===== config.mk =====
export PLATFORM = sky130hd
export DESIGN_NAME = and_run_monitor
export DESIGN_NICKNAME = d
export VERILOG_FILES = /design/src/rtl/and_run_mon_pkg.sv /design/src/rtl/and_run_mon_fifo.sv /design/src/rtl/and_run_monitor.sv
export SDC_FILE = /design/constraint.sdc
export NUM_CORES = 1
export LEC_CHECK = 0
export CAP_MARGIN = 40
export CORE_MARGIN = 10
export CORE_UTILIZATION = 50
export DETAILED_ROUTE_END_ITERATION = 10
export GPL_TIMING_DRIVEN = 0
export PLACE_DENSITY_LB_ADDON = 0.05
export SYNTH_ARGS = -nofsm -noshare
export SYNTH_HDL_FRONTEND = slang
export SYNTH_SLANG_ARGS = --single-unit
export TNS_END_PERCENT = 1

===== constraint.sdc =====
create_clock -name clk -period 3.6 [get_ports clk]
set_clock_uncertainty 0.2 [all_clocks]
set_input_delay 1.08 -clock clk [delete_from_list [all_inputs] [get_ports clk]]
set_output_delay 1.08 -clock clk [all_outputs]
set_load 0.005 [all_outputs]

===== src/rtl/and_run_mon_pkg.sv =====
// Shared definitions for the AND-result run monitor: FSM state encoding,
// the saturation limit for a counter width, and the pointer-width helper.
package and_run_mon_pkg;

  typedef enum logic {
    IDLE = 1'b0,
    RUN  = 1'b1
  } state_e;

  function automatic int unsigned sat_max(input int unsigned w);
    return (32'd1 << w) - 32'd1;
  endfunction

  function automatic int unsigned clog2(input int unsigned v);
    int unsigned r;
    r = 0;
    for (int unsigned i = 1; i < v; i = i << 1) r = r + 1;
    return r;
  endfunction

endpackage


===== src/rtl/and_run_mon_fifo.sv =====
// Synchronous CNT_W x DEPTH FIFO for completed run lengths. A push at full
// is still accepted when a pop happens in the same cycle.
module and_run_mon_fifo
  import and_run_mon_pkg::*;
#(
  parameter int unsigned CNT_W = 8,
  parameter int unsigned DEPTH = 4
) (
  input  logic             clk,
  input  logic             rst,
  input  logic             push,
  input  logic [CNT_W-1:0] push_data,
  input  logic             pop,
  output logic             full,
  output logic             empty,
  output logic [CNT_W-1:0] head
);

  localparam int unsigned PW = clog2(DEPTH);

  logic [CNT_W-1:0] mem_q [DEPTH];
  logic [PW-1:0]    wr_q;
  logic [PW-1:0]    rd_q;
  logic [PW:0]      cnt_q;
  logic             do_pop;
  logic             do_push;

  assign full    = (cnt_q == (PW + 1)'(DEPTH));
  assign empty   = (cnt_q == '0);
  assign do_pop  = pop & ~empty;
  assign do_push = push & (~full | do_pop);
  assign head    = empty ? '0 : mem_q[rd_q];

  always_ff @(posedge clk) begin
    if (rst) begin
      wr_q  <= '0;
      rd_q  <= '0;
      cnt_q <= '0;
    end else begin
      if (do_push) begin
        mem_q[wr_q] <= push_data;
        wr_q        <= wr_q + PW'(1);
      end
      if (do_pop) rd_q <= rd_q + PW'(1);
      cnt_q <= cnt_q + (PW + 1)'(do_push) - (PW + 1)'(do_pop);
    end
  end

endmodule


===== src/rtl/and_run_monitor.sv =====
// Samples the 3-input AND result, counts rising events and queues completed
// high-run lengths. Define AND_RUN_MONITOR_XCHK_EN to enable sticky X/Z detect.
module and_run_monitor
  import and_run_mon_pkg::*;
#(
  parameter int unsigned CNT_W = 8,
  parameter int unsigned DEPTH = 4
) (
  input  logic             clk,
  input  logic             rst,
  input  logic             sample_en,
  input  logic             din,
  output logic             evt_valid,
  input  logic             evt_ready,
  output logic [CNT_W-1:0] evt_len,
  output logic [CNT_W-1:0] rise_cnt,
  output logic             overflow,
  output logic             busy,
  output logic             x_seen
);

  localparam logic [CNT_W-1:0] MAX = CNT_W'(sat_max(CNT_W));

  state_e           state_q;
  logic [CNT_W-1:0] run_len_q;
  logic [CNT_W-1:0] rise_q;
  logic             ovf_q;
  logic             ovf_d;
  logic             din_one;
  logic             push;
  logic             full;
  logic             empty;

`ifdef AND_RUN_MONITOR_XCHK_EN
  logic xs_q;
  logic din_bad;

  // Unknown samples count as 0 so they terminate a run like a real low.
  assign din_bad = (din !== 1'b0) && (din !== 1'b1);
  assign din_one = (din === 1'b1);
  assign x_seen  = xs_q;

  always_ff @(posedge clk) begin
    if (rst)                        xs_q <= 1'b0;
    else if (sample_en && din_bad)  xs_q <= 1'b1;
  end
`else
  always_comb begin
    din_one = 1'b0;
    if (din) din_one = 1'b1;
  end
  assign x_seen = 1'b0;
`endif

  assign push      = sample_en & (state_q == RUN) & ~din_one;
  assign ovf_d     = push & full & ~(evt_ready & ~empty);
  assign evt_valid = ~empty;
  assign busy      = (state_q == RUN);
  assign rise_cnt  = rise_q;
  assign overflow  = ovf_q;

  always_ff @(posedge clk) begin
    if (rst) begin
      state_q   <= IDLE;
      run_len_q <= '0;
      rise_q    <= '0;
      ovf_q     <= 1'b0;
    end else begin
      if (ovf_d) ovf_q <= 1'b1;
      if (sample_en) begin
        case (state_q)
          IDLE: begin
            if (din_one) begin
              state_q   <= RUN;
              run_len_q <= CNT_W'(1);
              if (rise_q != MAX) rise_q <= rise_q + CNT_W'(1);
            end
          end
          RUN: begin
            if (din_one) begin
              if (run_len_q != MAX) run_len_q <= run_len_q + CNT_W'(1);
            end else begin
              state_q   <= IDLE;
              run_len_q <= '0;
            end
          end
          default: state_q <= IDLE;
        endcase
      end
    end
  end

  and_run_mon_fifo #(
    .CNT_W(CNT_W),
    .DEPTH(DEPTH)
  ) u_fifo (
    .clk      (clk),
    .rst      (rst),
    .push     (push),
    .push_data(run_len_q),
    .pop      (evt_ready),
    .full     (full),
    .empty    (empty),
    .head     (evt_len)
  );

endmodule

==> results of run 1 <==
## sequential cells by signal, indices dropped and copies added, names as in the netlist, named ones only
name and cells:
u_fifo.rd_q 2, u_fifo.mem_q 32, overflow 1, run_len_q 8, busy 1, rise_cnt 8, u_fifo.wr_q 2, u_fifo.cnt_q 3
## metal layers
metal,share of wire [%],routed length [um]
met5,0,0
met4,1.5,74
met3,5.5,271
met2,49,2420
met1,44,2130
## cell families after synthesis
logic type	count (synthesis)	synth area share, %
and+or+nand+nor	72	15.3
adders and majority gates	9	4.62
other	1	0.144
AOI/OAI and AO/OA	27	7.03
muxes	11	8.09
xor gates and xnor gates	12	4.05
buffers and inverters	16	2.99
DFF	59	57.8
## where the power goes
group          internal, mW  switching, mW
clock                 0.265          0.232
sequential            0.740         0.0263
combinational         0.262          0.186
total                  1.27          0.445
## worst max-delay path, stage by stage
cell             delay, ns
clkdlybuf4s50_1       0.45
nor4b_1               0.44
and4bb_2              0.34
ha_1                  0.20
fa_1                  0.38
xnor2_1               0.21
xnor2_1               0.14
nor2_1                0.05
## synthesized netlist by cell type
| cell | count |
|---|---|
| edfxtp_1 | 32 |
| or3_1 | 6 |
| o211ai_1 | 2 |
| a21boi_0 | 1 |
| and2_1 | 14 |
| and4bb_2 | 1 |
| buf_4 | 2 |
| a21oi_1 | 7 |
| nand2_1 | 6 |
| a31oi_1 | 2 |
| o41ai_1 | 1 |
| nor4bb_1 | 1 |
| dfxtp_1 | 27 |
| o2111ai_1 | 1 |
| nor2_1 | 20 |
| clkbuf_1 | 4 |
| a41oi_1 | 2 |
| nor4b_1 | 1 |
| ha_1 | 8 |
| and4_2 | 1 |
| o311ai_0 | 1 |
| nand2b_1 | 2 |
| nand3_1 | 5 |
| buf_6 | 1 |
| o21ai_2 | 1 |
| a21o_1 | 1 |
| and3b_2 | 1 |
| nor3_1 | 5 |
| nand3_2 | 1 |
| xor2_1 | 8 |
| o2111ai_2 | 1 |
| o21a_1 | 1 |
| inv_1 | 7 |
| conb_1 | 1 |
| o21ai_0 | 6 |
| mux4_2 | 8 |
| buf_2 | 2 |
| nand4_1 | 4 |
| and3_1 | 1 |
| mux2i_1 | 3 |
| xnor2_1 | 4 |
| nor2b_1 | 3 |
| fa_1 | 1 |
## path summary, 6_finish.rpt
| check | endpoint | from | slack [ns] |
|---|---|---|---|
| worst min-delay path | overflow$_SDFFE_PP0P_ | overflow$_SDFFE_PP0P_ | 0.29 |
| worst max-delay path | u_fifo.cnt_q[2]$_SDFF_PP0_ | evt_ready | 0.29 |
| worst min register to register | overflow$_SDFFE_PP0P_ | overflow$_SDFFE_PP0P_ | 0.29 |
| worst max register to register | u_fifo.cnt_q[2]$_SDFF_PP0_ | u_fifo.cnt_q[2]$_SDFF_PP0_ | 1.06 |
## area by class of cell
type,instances,area [sq um]
clock inverter,3,15.0
clock buffer,13,149
fill,420,2020
multi-input combinational,132,1020
inverter,7,26.3
timing repair buffer,21,210
buffer,9,51.3
tap,70,87.6
sequential,59,1500
## through the flow
stage                     utilization [%]  area (sq um)
final                                60.3          3060
after global routing                 60.3          3060
after CTS                            60.3          3060
after detailed placement             57.1          2900
after global placement               57.1          2900
after floorplan                         -          2600
## layout by cell type, fill, tap and decap left out, types with 6 or more instances in the layout
cell type,synthesis,layout
o21ai_0,6,6
clkbuf_8,0,10
edfxtp_1,32,32
ha_1,8,8
xor2_1,8,8
a21oi_1,7,7
dfxtp_1,27,27
clkbuf_1,4,7
and2_1,14,14
inv_1,7,7
nor2_1,20,20
mux4_2,8,8
clkdlybuf4s50_1,0,21
nand2_1,6,6
or3_1,6,6
==> impl_metrics.csv, run 1 <==
group,metric,value,unit
outcome,status,"finished, final reports clean",
setup_path,cp.arrival,3.30,ns
grt,met2_usage,20.6,%
cts,cts_tree,"built",
grt,grt_pass1_wl,8.25,mm
die,die-area,0.00848,sq mm
routing,wl_per_cell,15.6,um
setup_path,worstPathRequired,3.60,ns
logic_synthesis,synth_top_area_share,37.0,%
run,drv_cap,0,
pwr,p_leak,1.04,nW
routing,first_iter_violations,84,
setup_path,end_kind,"flip-flop",
cts,htree_levels,3,
setup_path,crit_fanout,4,
logic_synthesis,synth_cell_types,43,
layout,diodes,0,
setup_path,crit_type,"input pin to flip-flop",
layout,drive_gt1_share,13.1,%
cts,cts_sinks,59,
sta,rsz0062_at_grt,"false",
die,initial_core_util,51.2,%
layout,instances_no_fill,314,
cts,postCtsSetupBuffers,0,
routing,drt_pass1_iterations,4,
placed_design,port_buffers,21,
logic_synthesis,synth_nets,221,
logic_synthesis,syn_area_per_cell,12.5,sq um
grt,track_usage,12.3,%
sta,fin_crit_sh,91.8,%
grt,grt_busiest_layer,"met2",
sta,setup_viol,0,
pwr,p_total,1.71,mW
routing,vias,1680,
logic_synthesis,ys_seq_elements,59,
cts,clkSlewWorstSetupHoldPaths,0.06,ns
setup_path,cp-start-kind,"input pin",
grt,grt_pass1_vias,1748,
sta,hold_slack,0.287,ns
logic_synthesis,yosysSeqAreaShare,57.8,%
sta,slew_headroom,65.0,%
cts,numCtsBuffers,9,
logic_synthesis,syn_inst,207,
logic_synthesis,synth_area,0.00260,sq mm
cts,cts-root-buf,"clkbuf_8",
pwr,powerDensity,559,mW/mm^2
cts,ctsHoldBuffers,0,
hold_path,min_path_cells,2,
layout,final_nets,253,
placed_design,dp.cells,298,
sta,hold_violations,0,
routing,drtAntennaViolNets,0,
sta,max_freq,302,MHz
grt,grt_overflow,0,
routing,drc,0,
die,ios,25,
layout,syn2layout_area_growth,17.8,%
die,core_area,0.00507,sq mm
cts,clock_latency,0.32,ns
sta,drv_slew,0,
logic_synthesis,yosysTopAreaCell,"edfxtp_1",
sta,period_needed,3.31,ns
sta,tightest_slew,0.522,ns
cts,postCtsResizedCells,0,
logic_synthesis,ys_warn_count,0,
hold_path,hp-class,"flip-flop to flip-flop",
routing,via_per_inst,5.35,
routing,wl,4.90,mm
placed_design,place_congestion,0.779,
grt,grt_max_degree,12,
placed_design,pre_cts_ws,-0.112,ns
sta,fin_tns_setup,0,ns
placed_design,dp_hpwl,3.47,mm
die,dieWidth,92.1,um
grt,met1_usage,13.8,%
pwr,irDropWorstVdd,0.000272,V
grt,grtUsageMet3,4.07,%
sta,fin_ws,0.293,ns
die,rows,26,
grt,antenna_found_initial,0,
die,die_h,92.1,um
cts,clock_path_buffers,2,
logic_synthesis,synth.area.top_cells,"edfxtp_1, dfxtp_1, mux4_2",
setup_path,reg2regPathDepth,9,
(Power assumes the default switching activity.)
==> run 2, diff against run 1 <==
--- a/config.mk
+++ b/config.mk
@@ -8,6 +8,7 @@
 export CAP_MARGIN = 40
 export CORE_MARGIN = 10
 export CORE_UTILIZATION = 50
+export CTS_BUF_LIST = sky130_fd_sc_hd__clkbuf_16
 export DETAILED_ROUTE_END_ITERATION = 10
 export GPL_TIMING_DRIVEN = 0
 export PLACE_DENSITY_LB_ADDON = 0.05
==> run 2 against run 1 <==
Net effect: hold slack gained 0.0039 ns; wire length grew 3.4%; flip-flop and latch count is the same; die area is the same; design area grew 3.0%; final cell count is the same; total power grew 14%; critical path depth is the same; clock-buffer cell count shrank 4; first-iteration DRC count shrank 9.5%; sequential share of layout area shrank 1.4 points; critical path type unchanged.
==> impl_metrics.csv, run 2 (synthesis results as in run 1) <==
group,metric,value,unit
outcome,status,"finished, final reports clean",
routing,wl,5.07,mm
setup_path,crit_type,"input pin to flip-flop",
sta,period_needed,3.37,ns
pwr,powerDensity,618,mW/mm^2
sta,setup_viol,0,
routing,via_per_inst,5.36,
layout,largest_register,"u_fifo.mem_q",
grt,grt_pass1_wl,8.56,mm
cts,cts_tree,"built",
die,initial_core_util,51.2,%
run,drv_cap,0,
routing,first_iter_violations,76,
cts,postCtsSetupBuffers,0,
die,ios,25,
routing,drc,0,
cts,postCtsResizedCells,0,
die,core_area,0.00507,sq mm
die,dieWidth,92.1,um
sta,hold_slack,0.291,ns
layout,final_nets,253,
routing,drtAntennaViolNets,0,
layout,drive_gt1_share,12.7,%
die,die-area,0.00848,sq mm
layout,final_common_cell,"edfxtp_1",
sta,drv_slew,0,
setup_path,cp-start-kind,"input pin",
layout,filler_cell_count,408,
hold_path,hp-class,"flip-flop to flip-flop",
sta,slew_headroom,64.2,%
setup_path,worstPathRequired,3.59,ns
grt,track_usage,13.0,%
placed_design,dp_hpwl,3.47,mm
layout,instances_no_fill,314,
layout,syn2layout_area_growth,21.3,%
routing,vias,1682,
cts,numCtsBuffers,9,
die,die_h,92.1,um
routing,wl_per_cell,16.1,um
grt,antenna_found_initial,0,
pwr,p_total,1.95,mW
grt,grt_max_degree,12,
cts,clock_latency,0.32,ns
sta,tightest_slew,0.533,ns
placed_design,place_congestion,0.779,
placed_design,dp.cells,298,
sta,rsz0062_at_grt,"false",
sta,max_freq,296,MHz
layout,largest_reg_flops,32,
grt,grt_overflow,0,
cts,clkSlewWorstSetupHoldPaths,0.05,ns
cts,cts-root-buf,"clkbuf_16",
placed_design,port_buffers,21,
grt,grt_pass1_vias,1752,
sta,fin_crit_sh,93.7,%
layout,diodes,0,
setup_path,crit_path_start,"evt_ready",
layout,seqCellArea,0.00150,sq mm
setup_path,end_kind,"flip-flop",
hold_path,min-delay-start,"overflow$_SDFFE_PP0P_",
cts,ctsHoldBuffers,0,
layout,final_cell_mix,"edfxtp_1, dfxtp_1, clkdlybuf4s50_1",
cts,cts_sinks,59,
die,rows,26,
routing,drt_pass1_iterations,4,
layout,multi_input_area,0.00102,sq mm
setup_path,r2r_start,"u_fifo.cnt_q[2]$_SDFF_PP0_",
pwr,irDropWorstVdd,0.000297,V
sta,hold_violations,0,
pwr,p_leak,1.09,nW
setup_path,cp.arrival,3.36,ns
cts,htree_levels,3,
cts,clock_path_buffers,2,
setup_path,crit_fanout,4,
[run 2: cell types whose count changed in the layout (fill, tap and decap cells not counted)]
cell | previous run | this run
clkbuf_8 | 10 | 0
inv_1 | 7 | 10
clkbuf_1 | 7 | 4
clkbuf_16 | 0 | 9
clkinv_1 | 0 | 1
[run 2: metal layers]
metal  routed length (um)  up-vias  part of all wire [%]  GRT usage (%)
met4                   97        0                   1.9           8.35
met2                 2520       42                    50           21.7
met5                    0        -                     0              0
li1                     -      820                     -              -
met3                  215        8                   4.2           3.83
met1                 2240      812                    44           14.1
[run 2: path summary, 6_finish.rpt]
kind	end	slack (ns)	cells past startpoint
worst max register to register	u_fifo.cnt_q[2]$_SDFF_PP0_	1.01	9
worst min-delay path	overflow$_SDFFE_PP0P_	0.29	2
worst min register to register	overflow$_SDFFE_PP0P_	0.29	2
worst max-delay path	u_fifo.cnt_q[2]$_SDFF_PP0_	0.23	8
[run 2: cell type report]
class / count / share of cell area, %
timing repair buffer: 21 / 6.67
clock buffer: 9 / 7.15
tap: 70 / 2.78
buffer: 9 / 1.63
clock inverter: 7 / 0.953
inverter: 7 / 0.834
multi-input combinational: 132 / 32.3
sequential: 59 / 47.7
[run 2: critical path: stages]
cell	delay [ns]
clkdlybuf4s50_1	0.45
nor4b_1	0.45
and4bb_2	0.34
ha_1	0.21
fa_1	0.41
xnor2_1	0.21
xnor2_1	0.14
nor2_1	0.06
[run 2: where the power goes]
group	switching [mW]	leakage, nW	internal, mW	total (mW)
clock	0.272	0.140	0.450	0.722
sequential	0.0266	0.505	0.741	0.768
combinational	0.194	0.445	0.265	0.459
[run 2: through the flow]
step	area (sq um)	setup TNS, ns	setup slack [ns]	utilization (%)
after floorplan	2600	0	0.712	-
after global placement	2900	-0.0183	-0.0183	57.1
after detailed placement	2900	-0.112	-0.112	57.1
after CTS	3150	0	0.189	62.1
after global routing	3150	0	0.0579	62.1
final	3150	0	0.227	62.1
